## src/rtl/meter_pkg.sv

```systemverilog
// meter_pkg: shared state encoding and default sizing for the pulse period meter.
package meter_pkg;
  localparam int CNT_W_DEF = 26;
  localparam int TIMEOUT_DEF = 50_000_000;
  typedef enum logic [1:0] {IDLE, ARMED, MEASURE} state_t;
endpackage

```

## src/rtl/pulse_period_meter_if.sv

```systemverilog
// pulse_period_meter_if: measured input and result bundle of the pulse period meter.
interface pulse_period_meter_if
  import meter_pkg::*;
#(
  parameter int CNT_W = CNT_W_DEF
);
  logic             sig_in;
  logic [CNT_W-1:0] period;
  logic [CNT_W-1:0] high_time;
  logic             valid;
  logic             timeout;
  modport master(output sig_in, input period, high_time, valid, timeout);
  modport slave(input sig_in, output period, high_time, valid, timeout);
endinterface

```

## src/rtl/sync_edge_detect.sv

```systemverilog
// sync_edge_detect: 2-flop synchroniser, history flop and edge strobes for an async input.
module sync_edge_detect (
  input  logic clkin,
  input  logic rst_n,
  input  logic sig,
  output logic level,
  output logic rise,
  output logic fall,
  output logic primed
);
  logic s1, s2, s3;
  logic [1:0] warm;
  // primed marks the point where s2 reflects a real sample rather than its reset value
  always_ff @(posedge clkin or negedge rst_n)
    if (!rst_n) {s1, s2, s3, warm} <= '0;
    else {s1, s2, s3, warm} <= {sig, s1, s2, warm[0], 1'b1};
  assign level = s2;
  assign rise = s2 & ~s3;
  assign fall = ~s2 & s3;
  assign primed = warm[1];
endmodule

```

## src/rtl/pulse_period_meter.sv

```systemverilog
// pulse_period_meter: measures period and high time of an async square wave in clkin cycles.
module pulse_period_meter
  import meter_pkg::*;
#(
  parameter int CNT_W = CNT_W_DEF,
  parameter int TIMEOUT = TIMEOUT_DEF
) (
  input logic clkin,
  input logic rst_n,
  pulse_period_meter_if.slave bus
);
  localparam logic [CNT_W-1:0] LAST = CNT_W'(TIMEOUT - 1);
  state_t state;
  logic [CNT_W-1:0] cnt, cnt_inc, hi_pend, period, high_time;
  logic valid, timeout, level, rise, fall, primed;
  sync_edge_detect u_sync (
    .clkin(clkin),
    .rst_n(rst_n),
    .sig(bus.sig_in),
    .level(level),
    .rise(rise),
    .fall(fall),
    .primed(primed)
  );
  assign cnt_inc = cnt + CNT_W'(1);
  always_ff @(posedge clkin or negedge rst_n)
    if (!rst_n) begin
      state <= IDLE;
      cnt <= '0;
      hi_pend <= '0;
      period <= '0;
      high_time <= '0;
      valid <= 1'b0;
      timeout <= 1'b0;
    end else begin
      valid <= 1'b0;
      case (state)
        IDLE: begin
          cnt <= '0;
          if (primed && !level) state <= ARMED;
        end
        ARMED: begin
          cnt <= '0;
          if (rise) state <= MEASURE;
        end
        MEASURE: begin
          if (fall) hi_pend <= cnt_inc;
          // a rise on the last allowed cycle still counts, giving period == TIMEOUT
          if (rise) begin
            period <= cnt_inc;
            high_time <= hi_pend;
            valid <= 1'b1;
            timeout <= 1'b0;
            cnt <= '0;
          end else if (cnt == LAST) begin
            timeout <= 1'b1;
            cnt <= '0;
            state <= IDLE;
          end else cnt <= cnt_inc;
        end
        default: state <= IDLE;
      endcase
    end
  assign bus.period = period;
  assign bus.high_time = high_time;
  assign bus.valid = valid;
  assign bus.timeout = timeout;
endmodule

```

## src/flat_wrapper.sv

```systemverilog
// flat-port wrapper written by rule: the top's interface ports become plain ports
module pulse_period_meter_flat import meter_pkg::*;
#(
  parameter int CNT_W = CNT_W_DEF,
  parameter int TIMEOUT = TIMEOUT_DEF
)
  (clkin, rst_n, bus_sig_in, bus_period, bus_high_time, bus_valid, bus_timeout);
  pulse_period_meter_if #(.CNT_W(CNT_W)) bus_i ();
  input logic clkin;
  input logic rst_n;
  input wire logic [$bits(bus_i.sig_in)-1:0] bus_sig_in;
  output wire logic [$bits(bus_i.period)-1:0] bus_period;
  output wire logic [$bits(bus_i.high_time)-1:0] bus_high_time;
  output wire logic [$bits(bus_i.valid)-1:0] bus_valid;
  output wire logic [$bits(bus_i.timeout)-1:0] bus_timeout;
  assign bus_i.sig_in = bus_sig_in;
  assign bus_period = bus_i.period;
  assign bus_high_time = bus_i.high_time;
  assign bus_valid = bus_i.valid;
  assign bus_timeout = bus_i.timeout;
  pulse_period_meter #(.CNT_W(CNT_W), .TIMEOUT(TIMEOUT)) u_core (.clkin(clkin), .rst_n(rst_n), .bus(bus_i));
endmodule
```

## config.mk

```make
export PLATFORM = sky130hd
export DESIGN_NAME = pulse_period_meter_flat
export DESIGN_NICKNAME = d
export VERILOG_FILES = /design/src/rtl/meter_pkg.sv /design/src/rtl/pulse_period_meter_if.sv /design/src/rtl/sync_edge_detect.sv /design/src/rtl/pulse_period_meter.sv /design/src/flat_wrapper.sv
export SDC_FILE = /design/constraint.sdc
export NUM_CORES = 1
export LEC_CHECK = 0
export CAP_MARGIN = 10
export CORE_AREA = 2 2 131 133
export CTS_BUF_LIST = sky130_fd_sc_hd__clkbuf_4 sky130_fd_sc_hd__clkbuf_8
export CTS_CLUSTER_SIZE = 10
export DETAILED_ROUTE_END_ITERATION = 8
export DIE_AREA = 0 0 133 135
export GPL_TIMING_DRIVEN = 0
export PLACE_DENSITY = 0.44
export SYNTH_ARGS = -nofsm -noshare
export SYNTH_HDL_FRONTEND = slang
export SYNTH_SLANG_ARGS = --single-unit
```

## constraint.sdc

```tcl
create_clock -name clkin -period 2.3 [get_ports clkin]
set_input_delay 0.345 -clock clkin [delete_from_list [all_inputs] [get_ports clkin]]
set_output_delay 0.345 -clock clkin [all_outputs]
set_load 0.02 [all_outputs]
```

[Word-level counts from Yosys, hierarchy flattened]
Cells that the tools add are included.
Widths: inputs -> output; s select.
Word-level totals
  bits of input ports: 3
  register bits: 113
  logic and storage cells: 45
Operators by class
  reductions and logical operators: 10
  bitwise operators: 4
  eq/ne operators: 7
  mux-type cells: 12
  add/sub/neg operators: 1
Operators by type and width (number)
  $mux 26: 2
  $pmux 26 s2: 1
  $add 26x1->26 const B: 1
  $eq 26x26->1 const B: 1
  $mux 2: 4
  $ne 2x1->1 const B: 3
  $pmux 2 s3: 1
  $reduce_and 2->1: 3
  $mux 1: 4
  $reduce_and 4->1: 1
  $reduce_bool 2->1: 2
  $and 1x1->1: 2
  $eq 2x1->1 const B: 1
  $eq 2x2->1 const B: 1
  $logic_not 2->1: 1
  $ne 2x2->1 const B: 1
  $not 1->1: 2
  $reduce_or 2->1: 1
  $logic_and 1x1->1: 1
  $logic_not 1->1: 1

[Logic depth before layout (Yosys ltp)]
  depth after elaboration: 4
  mapped depth: 7
  depth with buffers taken out: 6

[By module]
Synthesis repeated with hierarchy kept, for this count alone.
Second synthesis, totals
  cells, all modules: 447
  area total of the unflattened synthesis: 4855.9 sq um
By module, submodules not included
  pulse_period_meter: area each 4712.0 sq um, seq. area each 2702.6 sq um, times used 1, cells an instance 439
  sync_edge_detect: area each 143.9 sq um, seq. area each 125.1 sq um, times used 1, cells an instance 8

[Least setup slack after synthesis]
Ideal clock, no wire load.
  path kind: register to register
  start point: register u_core.cnt[7]
  end point: register u_core.cnt[16]
  path slack: 393 ps
  buffers on the path: 2
  setup time: 139 ps
  cell stages (with the launch flop): 8
  arrival time: 1768 ps
  data required time: 2161 ps
  path through: dfrtp_1 -> buf_6 -> or4b_4 -> nor4_4 -> nand4_4 -> buf_2 -> a31oi_1 -> a31oi_1
Between the ends
  cells in the longest elaborated chain, start to end: 4
  elaborated cells between the ends (all ways): 5
  those cells by class: add/sub (1); eq/ne (1); mux (3)
Ends and longest elaborated chain
  start, declared: line pulse_period_meter.sv:14  | logic [CNT_W-1:0] cnt, cnt_inc, hi_pend, period, high_time;
  start signal, assigned: line pulse_period_meter.sv:59  | end else cnt <= cnt_inc;
  $add 26x1->26 / $eq 26x26->1 (equally long branches): line pulse_period_meter.sv:25, pulse_period_meter.sv:55
  $mux 26 *: line pulse_period_meter.sv:55  | end else if (cnt == LAST) begin
  $mux 26 *: line pulse_period_meter.sv:49  | if (rise) begin
  $pmux 26 s2 *: line pulse_period_meter.sv:37  | case (state)
Mark *: on every way between the ends. The rest lies on a longest branch, timed or not.
A chain may end at the register's enable or synchronous reset.

[Worst setup path after layout]
  start point: register u_core.cnt[0]
  end point: register u_core.period[16] (netlist: u_core.bus.period[16])
Between the ends
  cells in the longest elaborated chain, start to end: 1
Ends and longest elaborated chain
  $add 26x1->26: line pulse_period_meter.sv:25  | assign cnt_inc = cnt + CNT_W'(1);
  end signal, assigned: line pulse_period_meter.sv:50  | period <= cnt_inc;
  end, declared: line pulse_period_meter.sv:14
Every way passes these cells.

==> flow_metrics.py <==
metrics = {
    "run_status": {
        "status": "finished clean",
    },
    "synth": {
        "avgSynthCellArea_sq_um": 9.702,
        "yosysWarnings": 0,
        "netlist.area_leader.share_pct": 57.83,
        "synth_area_leaders": "dfrtp_1 (58%), nand2_1 (9.4%), a31oi_1 (4.4%), o21ai_0 (3.4%), xnor2_1 (2.9%)",
        "ys_types": 39,
        "mappedNetlistNets": 508,
        "synth_area_leader_cell": "dfrtp_1",
        "yosysSeqAreaShare_pct": 57.83,
        "syn_area_sq_um": 4890,
        "synth_cells": 504,
        "ys_seq_elements": 113,
    },
    "cells_and_area": {
        "layout.nets": 586,
        "final_cell_mix": "nand2_1 (122), dfrtp_1 (113), clkdlybuf4s50_1 (55), nor2_1 (36), a31oi_1 (34)",
        "antennaDiodeCount": 0,
        "layout_commonest_cell": "nand2_1",
        "area_delta_synth_final_pct": 26.48,
        "drive_gt1_share_pct": 9.275,
        "final_cells": 813,
    },
    "sta": {
        "setup-tns-final_ns": 0,
        "period_minus_slack_ns": 2.175,
        "worst_slew_pin_slew_ns": 0.6647,
        "setup_viol": 0,
        "hold_violations": 0,
        "finalMaxSlewViolations": 0,
        "relSlewSlack_pct": 55.52,
        "clock.fmax_ghz": 0.4598,
        "skew_ns": 0.008914,
        "timing.final.crit_share_pct": 94.57,
    },
    "setup_path": {
        "r2r-start": "u_core.cnt[0]",
        "critPathKind": "register to register",
        "cp_data_arrival_time_ns": 2.45,
        "reg2reg_depth": 6,
        "worstSetupStartpointType": "register",
        "rrSetupSlack_ns": 0.12,
        "crit_fanout": 7,
        "end_kind": "register",
        "worstPathRequired_ns": 2.58,
        "reg2reg_to": "u_core.bus.period[16]",
    },
    "detailed_routing": {
        "drt_iter0_markers": 348,
        "antenna_left": 0,
        "wire_per_inst_um": 16.41,
        "wl_um": 13340,
        "vias": 3945,
        "drcViolationCount": 0,
        "drt-vias-per-instance": 4.852,
        "drt_first_pass_iters": 4,
    },
    "clock_tree": {
        "clock_latency_ns": 0.43,
        "cts_tree": "built",
        "root_buffer": "clkbuf_8",
        "clock-sinks": 113,
        "h-tree-depth": 4,
        "path_clk_slew_ns": 0.06,
        "cts_inserted_buffers": 17,
        "cts_buffer_depth": 2,
    },
    "power": {
        "switching_share_pct": 31.91,
        "p_sw_w": 0.001933,
        "p_seq_share_pct": 44.6,
        "internal_power_w": 0.004125,
        "power-per-cell-area_nw_per_um2": 979.6,
        "power_frac_comb_pct": 25.5,
        "power_w": 0.006059,
        "leakagePower_nw": 2.621,
        "ir_drop_mv": 0.3371,
        "clockPowerShare_pct": 30.0,
    },
    "die": {
        "die_area_sq_um": 17960,
        "start_util_pct": 29.80,
        "die_w_um": 133,
        "die_y_um": 135,
        "core_sq_um": 16410,
        "row_count": 47,
        "pin_count": 57,
    },
    "place": {
        "dp.cells": 781,
        "dp_hpwl_um": 9387,
        "portBuffers": 56,
        "gp_congestion": 0.8791,
    },
    "worst_hold_path": {
        "min_from": "u_core.u_sync.s1",
        "min_to": "u_core.u_sync.level",
        "holdCritPathClass": "register to register",
        "whs_path_depth": 0,
    },
    "global_routing": {
        "grt_max_degree": 62,
        "grt_pass1_vias": 3924,
        "grt_use_total_pct": 15.91,
        "gr-total-overflow": 0,
        "antenna_found_initial": 0,
        "grt_pass1_wl_um": 21980,
    },
    "run": {
        "max_cap_violations": 0,
    },
}
[cell type report]
type,instances,area (sq um)
Fill cell,1642,10220
Sequential cell,113,2828
Multi-Input combinational cell,356,1928
Timing Repair Buffer,60,614.3
Clock buffer,23,291.5
Tap cell,220,275.3
Buffer,30,143.9
Clock inverter,7,85.08
Inverter,4,18.77
[power by group through the flow]
stage          sequential, W  clock (W)  combinational [W]
4_1_cts              0.00271    0.00187            0.00156
3_3_place_gp         0.00273          0            0.00153
5_1_grt              0.00276    0.00196            0.00172
3_5_place_dp         0.00274          0            0.00155
6_report             0.00270    0.00182            0.00154
2_1_floorplan        0.00293          0           0.000642
[worst max-delay path by stage]
stage | from | end | slack, ns | cells after the start
finish | u_core.cnt[0] | u_core.bus.period[16] | 0.12 | 6
global route | u_core.cnt[0] | u_core.bus.period[16] | -0.002 | 6
CTS | u_core.cnt[0] | u_core.bus.period[16] | 0.02 | 6
detailed placement | u_core.state[0] | u_core.hi_pend[24] | -0.15 | 5
global placement | rst_n | u_core.bus.high_time[17] | -3.64 | 1
floorplan | u_core.cnt[7] | u_core.cnt[16] | 0.39 | 7
[synthesized netlist by cell type]
library cell and n:
buf_6 3, a21oi_1 25, o21a_1 1, nor2b_1 2, nor2_1 37, or4b_4 1
buf_1 1, nor3_1 9, inv_1 3, nand4b_1 1, a41oi_1 2, nor4_1 1
a21boi_0 1, nand3b_1 15, clkbuf_2 1, mux2i_1 4, o21ai_0 33, ha_1 1
nand4_1 9, nand3_1 12, conb_1 1, and4_1 1, mux2_2 1, xnor2_1 16
dfrtp_1 113, and3_1 9, and2_1 1, nand4_4 1, nor3b_1 1, clkbuf_1 23
nor4_4 2, a32o_1 1, nand2_1 122, nand2b_1 3, buf_2 3, a31oi_1 34
or3_1 1, clkinv_1 1, xor2_1 8
[kinds of logic after synthesis]
| group | count (synthesis) | synth area share [%] |
|---|---|---|
| multiplexers | 5 | 1.049 |
| other | 1 | 0.07669 |
| XOR/XNOR | 24 | 4.299 |
| adder cells (fa/ha/maj) | 1 | 0.2558 |
| buffers and inverters | 35 | 3.249 |
| flip-flops | 113 | 57.83 |
| AO/OA/AOI/OAI | 97 | 11.16 |
| AND/OR/NAND/NOR | 228 | 22.08 |
[registers in the layout, summed over array words and instances (netlist names)]
name and cells:
u_core.cnt 26, u_core.bus.valid 1, u_core.u_sync.s3 1, u_core.state 2
u_core.bus.high_time 26, u_core.hi_pend 26, u_core.u_sync.level 1, u_core.u_sync.warm 2
u_core.bus.period 26, u_core.bus.timeout 1, u_core.u_sync.s1 1
[stage by stage]
step | hold WS [ns] | instance area, sq um | util, % | setup slack (ns)
floorplan | 0.04941 | 4890 | - | 0.3927
global placement | 0.3350 | 5725 | 34.90 | -3.637
CTS | 0.3208 | 6163 | 37.57 | 0.01637
global route | 0.3314 | 6185 | 37.70 | -0.002048
detailed placement | 0.3371 | 5754 | 35.07 | -0.1504
finish | 0.3494 | 6185 | 37.70 | 0.1250
[worst max-delay path, cell delays in order, from the launching register on]
cell and delay, ns:
dfrtp_1 0.48, ha_2 0.28, nand3_1 0.26, or3_1 0.46, nor3_2 0.24, xnor2_1 0.19
o21ai_0 0.12
[routing by layer]
layer / global-route usage [%] / up-vias / wire [um]
met4: 6.272 / 0 / 196
met3: 3.716 / 17 / 457
met5: 0 / - / 0
met1: 22.03 / 1948 / 6477
li1: - / 1892 / -
met2: 24.18 / 88 / 6208
[timing repair]
action	CTS	global route
pin swaps	0	1
endpoints found under the hold margin	52	0
setup buffers	2	0
hold buffers	1	0
gates resized for setup	2	11
setup endpoints to repair	24	48
Power figures use the tool's default switching activity.
